File: src/rtl/deframing_if.sv
// Stream bundle for the deframer: a cadence-held framed input stream and a
// valid/ready output stream, plus the two status pulses.
interface deframing_if #(
    parameter int D_BW = 16
);
    logic signed [D_BW-1:0] data_i;
    logic                   valid_i;
    logic                   last_i;
    logic signed [D_BW-1:0] data_o;
    logic                   valid_o;
    logic                   ready_i;
    logic                   last_o;
    logic                   err_len_o;
    logic                   drop_o;

    // Traffic source / sink side (testbench or surrounding logic)
    modport master (
        output data_i, valid_i, last_i, ready_i,
        input  data_o, valid_o, last_o, err_len_o, drop_o
    );

    // Deframer side
    modport slave (
        input  data_i, valid_i, last_i, ready_i,
        output data_o, valid_o, last_o, err_len_o, drop_o
    );
endinterface

File: src/rtl/deframing.sv
// Deframer: samples each input element once per cadence period into a frame
// buffer, checks the frame length against last_i, then drains the complete
// frame through a valid/ready handshake. Frames arriving while a drain is in
// progress are dropped whole. FRAME_LEN must be at least 2.
module deframing #(
    parameter int D_BW        = 16,
    parameter int FRAME_LEN   = 256,
    parameter int CADENCE_CYC = 3
) (
    input  logic        clk_i,
    input  logic        rst_i,
    input  logic        en_i,
    deframing_if.slave  bus
);
    localparam int IDX_W = $clog2(FRAME_LEN);
    localparam int CNT_W = $clog2(CADENCE_CYC);
    localparam logic [IDX_W-1:0] LAST_IDX = IDX_W'(FRAME_LEN - 1);
    localparam logic [CNT_W-1:0] CAD_LAST = CNT_W'(CADENCE_CYC - 1);

    typedef enum logic [1:0] {
        IDLE    = 2'd0,
        CAPTURE = 2'd1,
        DRAIN   = 2'd2,
        DISCARD = 2'd3
    } state_t;

    state_t                 state;
    logic [CNT_W-1:0]       cad_cnt;
    logic [IDX_W-1:0]       cap_idx;
    logic [IDX_W-1:0]       drn_idx;
    logic                   valid_d;
    logic signed [D_BW-1:0] mem [FRAME_LEN];

    logic             run;
    logic             strobe;
    logic             rise;
    logic             cap_wr;
    logic             good_end;
    logic             bad_end;
    logic             xfer;
    logic             drn_end;
    logic [IDX_W-1:0] cap_nxt;
    logic [IDX_W-1:0] drn_nxt;

    // Decode strobes, frame-end conditions and handshake events for this cycle
    always_comb begin
        run      = en_i && !rst_i;
        strobe   = bus.valid_i && (cad_cnt == CAD_LAST);
        rise     = bus.valid_i && !valid_d;
        cap_wr   = (state == CAPTURE) && strobe;
        good_end = cap_wr && bus.last_i && (cap_idx == LAST_IDX);
        // last_i off-strobe, last_i at the wrong index, or valid_i dropping early
        bad_end  = (state == CAPTURE) && (!bus.valid_i || (bus.last_i && !good_end));
        xfer     = (state == DRAIN) && bus.valid_o && bus.ready_i;
        drn_end  = xfer && (drn_idx == LAST_IDX);
        cap_nxt  = (cap_idx == LAST_IDX) ? '0 : cap_idx + IDX_W'(1);
        drn_nxt  = (drn_idx == LAST_IDX) ? '0 : drn_idx + IDX_W'(1);
    end

    // Frame state machine, cadence counter and registered control outputs
    always_ff @(posedge clk_i) begin
        if (!run) begin
            state         <= IDLE;
            cad_cnt       <= '0;
            cap_idx       <= '0;
            drn_idx       <= '0;
            valid_d       <= 1'b0;
            bus.valid_o   <= 1'b0;
            bus.last_o    <= 1'b0;
            bus.err_len_o <= 1'b0;
            bus.drop_o    <= 1'b0;
        end else begin
            valid_d       <= bus.valid_i;
            bus.err_len_o <= 1'b0;
            bus.drop_o    <= 1'b0;
            if (!bus.valid_i || cad_cnt == CAD_LAST) begin
                cad_cnt <= '0;
            end else begin
                cad_cnt <= cad_cnt + CNT_W'(1);
            end

            case (state)
                IDLE: begin
                    // Only a fresh rising edge starts a frame; a frame that was
                    // already running when we got here stays ignored.
                    if (rise) begin
                        state   <= CAPTURE;
                        cap_idx <= '0;
                    end
                end
                CAPTURE: begin
                    if (bad_end) begin
                        state         <= DISCARD;
                        bus.err_len_o <= 1'b1;
                    end else if (good_end) begin
                        state       <= DRAIN;
                        drn_idx     <= '0;
                        bus.valid_o <= 1'b1;
                        bus.last_o  <= 1'b0;
                    end else if (cap_wr) begin
                        cap_idx <= cap_nxt;
                    end
                end
                DRAIN: begin
                    if (rise) begin
                        bus.drop_o <= 1'b1;
                    end
                    if (drn_end) begin
                        state       <= IDLE;
                        bus.valid_o <= 1'b0;
                        bus.last_o  <= 1'b0;
                    end else if (xfer) begin
                        drn_idx    <= drn_nxt;
                        bus.last_o <= (drn_nxt == LAST_IDX);
                    end
                end
                DISCARD: begin
                    if (!bus.valid_i) begin
                        state <= IDLE;
                    end
                end
                default: state <= IDLE;
            endcase
        end
    end

    // Frame buffer write and look-ahead read into the output data register
    always_ff @(posedge clk_i) begin
        if (run && cap_wr) begin
            mem[cap_idx] <= bus.data_i;
        end
        if (run && good_end) begin
            bus.data_o <= mem[0];
        end else if (run && xfer && !drn_end) begin
            bus.data_o <= mem[drn_nxt];
        end
    end
endmodule

File: src/flat_wrapper.sv
// flat-port wrapper written by rule: the top's interface ports become plain ports
module deframing_flat 
#(
    parameter int D_BW        = 16,
    parameter int FRAME_LEN   = 256,
    parameter int CADENCE_CYC = 3
)
  (clk_i, rst_i, en_i, bus_data_i, bus_valid_i, bus_last_i, bus_ready_i, bus_data_o, bus_valid_o, bus_last_o, bus_err_len_o, bus_drop_o);
  deframing_if #(.D_BW(D_BW)) bus_i ();
  input  logic clk_i;
  input  logic rst_i;
  input  logic en_i;
  input wire logic [$bits(bus_i.data_i)-1:0] bus_data_i;
  input wire logic [$bits(bus_i.valid_i)-1:0] bus_valid_i;
  input wire logic [$bits(bus_i.last_i)-1:0] bus_last_i;
  input wire logic [$bits(bus_i.ready_i)-1:0] bus_ready_i;
  output wire logic [$bits(bus_i.data_o)-1:0] bus_data_o;
  output wire logic [$bits(bus_i.valid_o)-1:0] bus_valid_o;
  output wire logic [$bits(bus_i.last_o)-1:0] bus_last_o;
  output wire logic [$bits(bus_i.err_len_o)-1:0] bus_err_len_o;
  output wire logic [$bits(bus_i.drop_o)-1:0] bus_drop_o;
  assign bus_i.data_i = bus_data_i;
  assign bus_i.valid_i = bus_valid_i;
  assign bus_i.last_i = bus_last_i;
  assign bus_i.ready_i = bus_ready_i;
  assign bus_data_o = bus_i.data_o;
  assign bus_valid_o = bus_i.valid_o;
  assign bus_last_o = bus_i.last_o;
  assign bus_err_len_o = bus_i.err_len_o;
  assign bus_drop_o = bus_i.drop_o;
  deframing #(.D_BW(D_BW), .FRAME_LEN(FRAME_LEN), .CADENCE_CYC(CADENCE_CYC)) u_core (.clk_i(clk_i), .rst_i(rst_i), .en_i(en_i), .bus(bus_i));
endmodule
File: config.mk
export PLATFORM = sky130hd
export DESIGN_NAME = deframing_flat
export DESIGN_NICKNAME = d
export VERILOG_FILES = /design/src/rtl/deframing_if.sv /design/src/rtl/deframing.sv /design/src/flat_wrapper.sv
export SDC_FILE = /design/constraint.sdc
export NUM_CORES = 2
export LEC_CHECK = 0
export ABC_CLOCK_PERIOD_IN_PS = 4900
export BUFFER_PORTS_ARGS = -buffer_cell sky130_fd_sc_hd__buf_2
export CAP_MARGIN = 40
export CORE_MARGIN = 5
export CORE_UTILIZATION = 58
export CTS_CLUSTER_DIAMETER = 80
export CTS_CLUSTER_SIZE = 10
export DETAILED_ROUTE_END_ITERATION = 10
export PLACE_DENSITY = 0.74
export REMOVE_ABC_BUFFERS = 1
export SYNTH_ARGS = -nofsm -noshare
export SYNTH_HDL_FRONTEND = slang
export SYNTH_SLANG_ARGS = --single-unit
File: constraint.sdc
create_clock -name clk_i -period 4.9 [get_ports clk_i]
set_input_delay 0.245 -clock clk_i [delete_from_list [all_inputs] [get_ports clk_i]]
set_output_delay 0.245 -clock clk_i [all_outputs]
set_load 0.02 [all_outputs]
==> impl_metrics.yaml <==
yosys:
  ys_types: 95
  ys_top_cells_by_area: "edfxtp_1 (77%), mux4_2 (8.7%), mux2i_1 (2.5%), nand2_1 (2.4%), a21oi_1 (1.0%)"
  yosys_warnings: 0
  async_flop_share_pct: 0
  ys.flop_type: "edfxtp_1"
  synthCells: 8653
  synth_top_area_cell: "edfxtp_1"
  synth-edff-count: 4112
  avgSynthCellArea_sq_um: 18.64
  ys_ff_latch: 4137
  synth_area_sq_um: 161300
  seq_area_frac_synth_pct: 76.87
  synth_top_area_share_pct: 76.56
route:
  ant_nets: 0
  drt_pre_antenna_iters: 8
  wirelength_microns: 497800
  viasPerCell: 7.087
  drc_errors: 0
  wl_per_cell_microns: 37.77
  drt_iter0_markers: 17500
  vias: 93406
pwr:
  total_power_uw: 69370
  powerDensity_nw_per_um2: 379.8
  leakagePower_uw: 0.05665
  ir_drop_mv: 0.3543
critical_path:
  crit_arrival_ns: 5.76
  worstReg2RegStart: "u_core.drn_idx[1]$_SDFFE_PN0P_"
  cp_max_fo: 24
  rrSetupSlack_ns: -0.12
  path_class: "flop to flop"
  cp_data_required_time_ns: 5.64
  crit_path_end_kind: "flop"
  rr_worst_depth: 12
  cp-start-kind: "flop"
  timing.rr.end: "u_core.bus.data_o[1]$_DFFE_PP_"
final_layout:
  final_cells: 13180
  layout_common_cells: "edfxtp_1 (4,112), nand2_1 (1,007), buf_4 (629), mux4_2 (622), clkbuf_16 (456)"
  fin_area_sq_um: 182600
  area_growth_pct: 13.24
  drive_above_1_share_pct: 21.53
  final_common_cell: "edfxtp_1"
  nets: 9430
grt:
  grt_pass1_wl_microns: 693100
  grt_max_degree: 169
  grt_pass1_vias: 90593
  antenna_found_initial: 36
  grtUsageTotal_pct: 34.29
  grt-ovfl-total: 0
clocking:
  cts_tree: "yes"
  htree_levels: 5
  postCtsSetupRepairBufs: 0
  clockRootBuffer: "clkbuf_16"
  cts.sinks: 4137
  insertion_delay_ns: 1.04
  clk_path_buf_depth: 4
  cts_made_buffers: 454
  cts.clk_slew.worst_paths_ns: 0.06
timing:
  final.setup.tns_ns: -0.2224
  clock.fmax_mhz: 199.2
  setup_viol: 4
  slew_headroom_pct: 25.00
  final_max_slew_viol_count: 0
  grt_setup_unrepaired: "no"
  setup_ws_ns: -0.1194
  skew_ns: 0.09434
  worstMarginPinSlew_ns: 1.125
  fin_crit_sh_pct: 102.4
  fin_crit_ns: 5.019
  hold_violations: 0
floorplanning:
  num_rows: 193
  die_x_microns: 537.3
  initial_core_util_pct: 58.28
  core_sq_um: 276700
  die_area_sq_um: 288700
  io_pins: 42
  die_h_microns: 537.3
status:
  violations: "negative setup slack"
  status: "finished, violations left"
placement:
  place_congestion: 1.038
  hpwlAfterDp_microns: 301000
  portBuffers: 41
  dpl.cell_count: 12612
  placed_area_sq_um: 169900
min_path:
  holdPathEnd: "u_core.mem[31][9]$_DFFE_PP_"
  hold_start: "bus_data_i[9]"
  hp-class: "input port to flop"
  whs_path_depth: 2
run:
  drv_cap: 0
-- per-layer routing --
| layer | routed length (microns) | up-vias | track usage [%] |
|---|---|---|---|
| met5 | 256 | - | 0 |
| met4 | 32810 | 20 | 18.48 |
| met3 | 75490 | 1472 | 10.88 |
| met2 | 218700 | 8209 | 49.67 |
| met1 | 170500 | 47502 | 47.10 |
| li1 | - | 36203 | - |
-- power by group --
group / switching [uW] / internal, uW / leakage, uW
logic: 690 / 89.7 / 0.0135
clock network: 13000 / 16600 / 0.00597
registers: 1.58 / 38900 / 0.0371
-- worst max-delay path by stage --
stage,from,to,slack [ns],cells after the start
3_5_place_dp,u_core.drn_idx[1]$_SDFFE_PN0P_,u_core.bus.data_o[15]$_DFFE_PP_,-0.37,16
2_1_floorplan,u_core.drn_idx[0]$_SDFFE_PN0P_,u_core.bus.data_o[12]$_DFFE_PP_,-31.61,9
6_report,u_core.drn_idx[1]$_SDFFE_PN0P_,u_core.bus.data_o[1]$_DFFE_PP_,-0.12,12
3_3_place_gp,u_core.drn_idx[1]$_SDFFE_PN0P_,u_core.bus.data_o[1]$_DFFE_PP_,-0.36,11
4_1_cts,u_core.drn_idx[1]$_SDFFE_PN0P_,u_core.bus.data_o[10]$_DFFE_PP_,0.03,11
5_1_grt,u_core.drn_idx[1]$_SDFFE_PN0P_,u_core.bus.data_o[1]$_DFFE_PP_,0.02,12
-- final cells by class --
class,count,area (sq um)
sequential,4137,124000
fill,17727,94090
multi-input combinational,3978,34250
inverter,12,53.80
clock inverter,34,769.5
timing repair buffer,812,7385
tap,3705,4636
clock buffer,489,11530
antenna,13,32.53
-- registers in the layout, summed over array words and instances, names as in the netlist --
| signal | flops |
|---|---|
| u_core.bus.err_len_o | 1 |
| u_core.bus.drop_o | 1 |
| u_core.bus.data_o | 16 |
| u_core.cap_idx | 8 |
| u_core.bus.last_o | 1 |
| u_core.cad_cnt | 2 |
| u_core.mem | 4096 |
| u_core.valid_d | 1 |
| u_core.bus.valid_o | 1 |
| u_core.state | 2 |
| u_core.drn_idx | 8 |
-- worst max-delay path, stage by stage (launching register included) --
cell,delay [ns]
dfxtp_1,0.52
ha_1,0.36
buf_4,0.25
xor2_4,0.24
nand2_4,0.49
buf_4,0.53
o22ai_1,0.30
o21ai_0,0.41
buf_2,0.28
o2111ai_1,0.47
nand3_1,0.26
nand3_1,0.19
or4_1,0.45
-- cells in the mapped netlist, drive strengths merged (7+ instances only) --
library cell	count
buf	295
nor2	346
o32ai	11
nand3	212
nand2	1014
nand4	50
a221oi	42
nor4	135
mux2i	406
nor3	39
o211ai	31
o41ai	15
ha	13
a32oi	38
edfxtp	4112
clkbuf	232
or4	15
dfxtp	25
or3	11
a211oi	32
o211a	9
o21ai	85
a22o	26
a2111oi	14
or2	7
o311ai	13
mux4	635
nor2b	12
o22ai	159
a311oi	13
inv	11
o2111ai	23
o31ai	7
a31oi	49
a21oi	332
and3	28
a22oi	90
-- repair_timing --
item,4_1_cts,5_1_grt
gates resized for setup,2,13
endpoints found under the setup margin,1,6
cloned,0,1
hold buffers,23,0
pin swaps,0,1
hold endpoints to repair,632,0
-- cell families (layout without fill, tap and decap cells) --
kind of cell,after synthesis,count (layout),synth area share (%)
AOI/OAI and AO/OA,1030,1030,4.244
buffers and inverters,539,1347,2.249
adders and majority gates,13,13,0.1008
DFF,4137,4137,76.87
and+or+nand+nor,1881,1882,5.048
muxes,1045,1045,11.44
other,0,13,0
xor gates and xnor gates,8,8,0.04810
-- through the flow --
| stage | hold WS, ns | utilization (%) | worst slack (ns) |
|---|---|---|---|
| floorplan | 0.3439 | - | -31.61 |
| global placement | 0.4080 | 61.31 | -0.3623 |
| detailed placement | 0.4215 | 61.40 | -0.3679 |
| CTS | 0.1685 | 65.93 | 0.03089 |
| global route | 0.1853 | 65.99 | 0.01935 |
| finish | 0.1852 | 66.00 | -0.1194 |
Note: power is estimated with default switching activity, not from simulation.
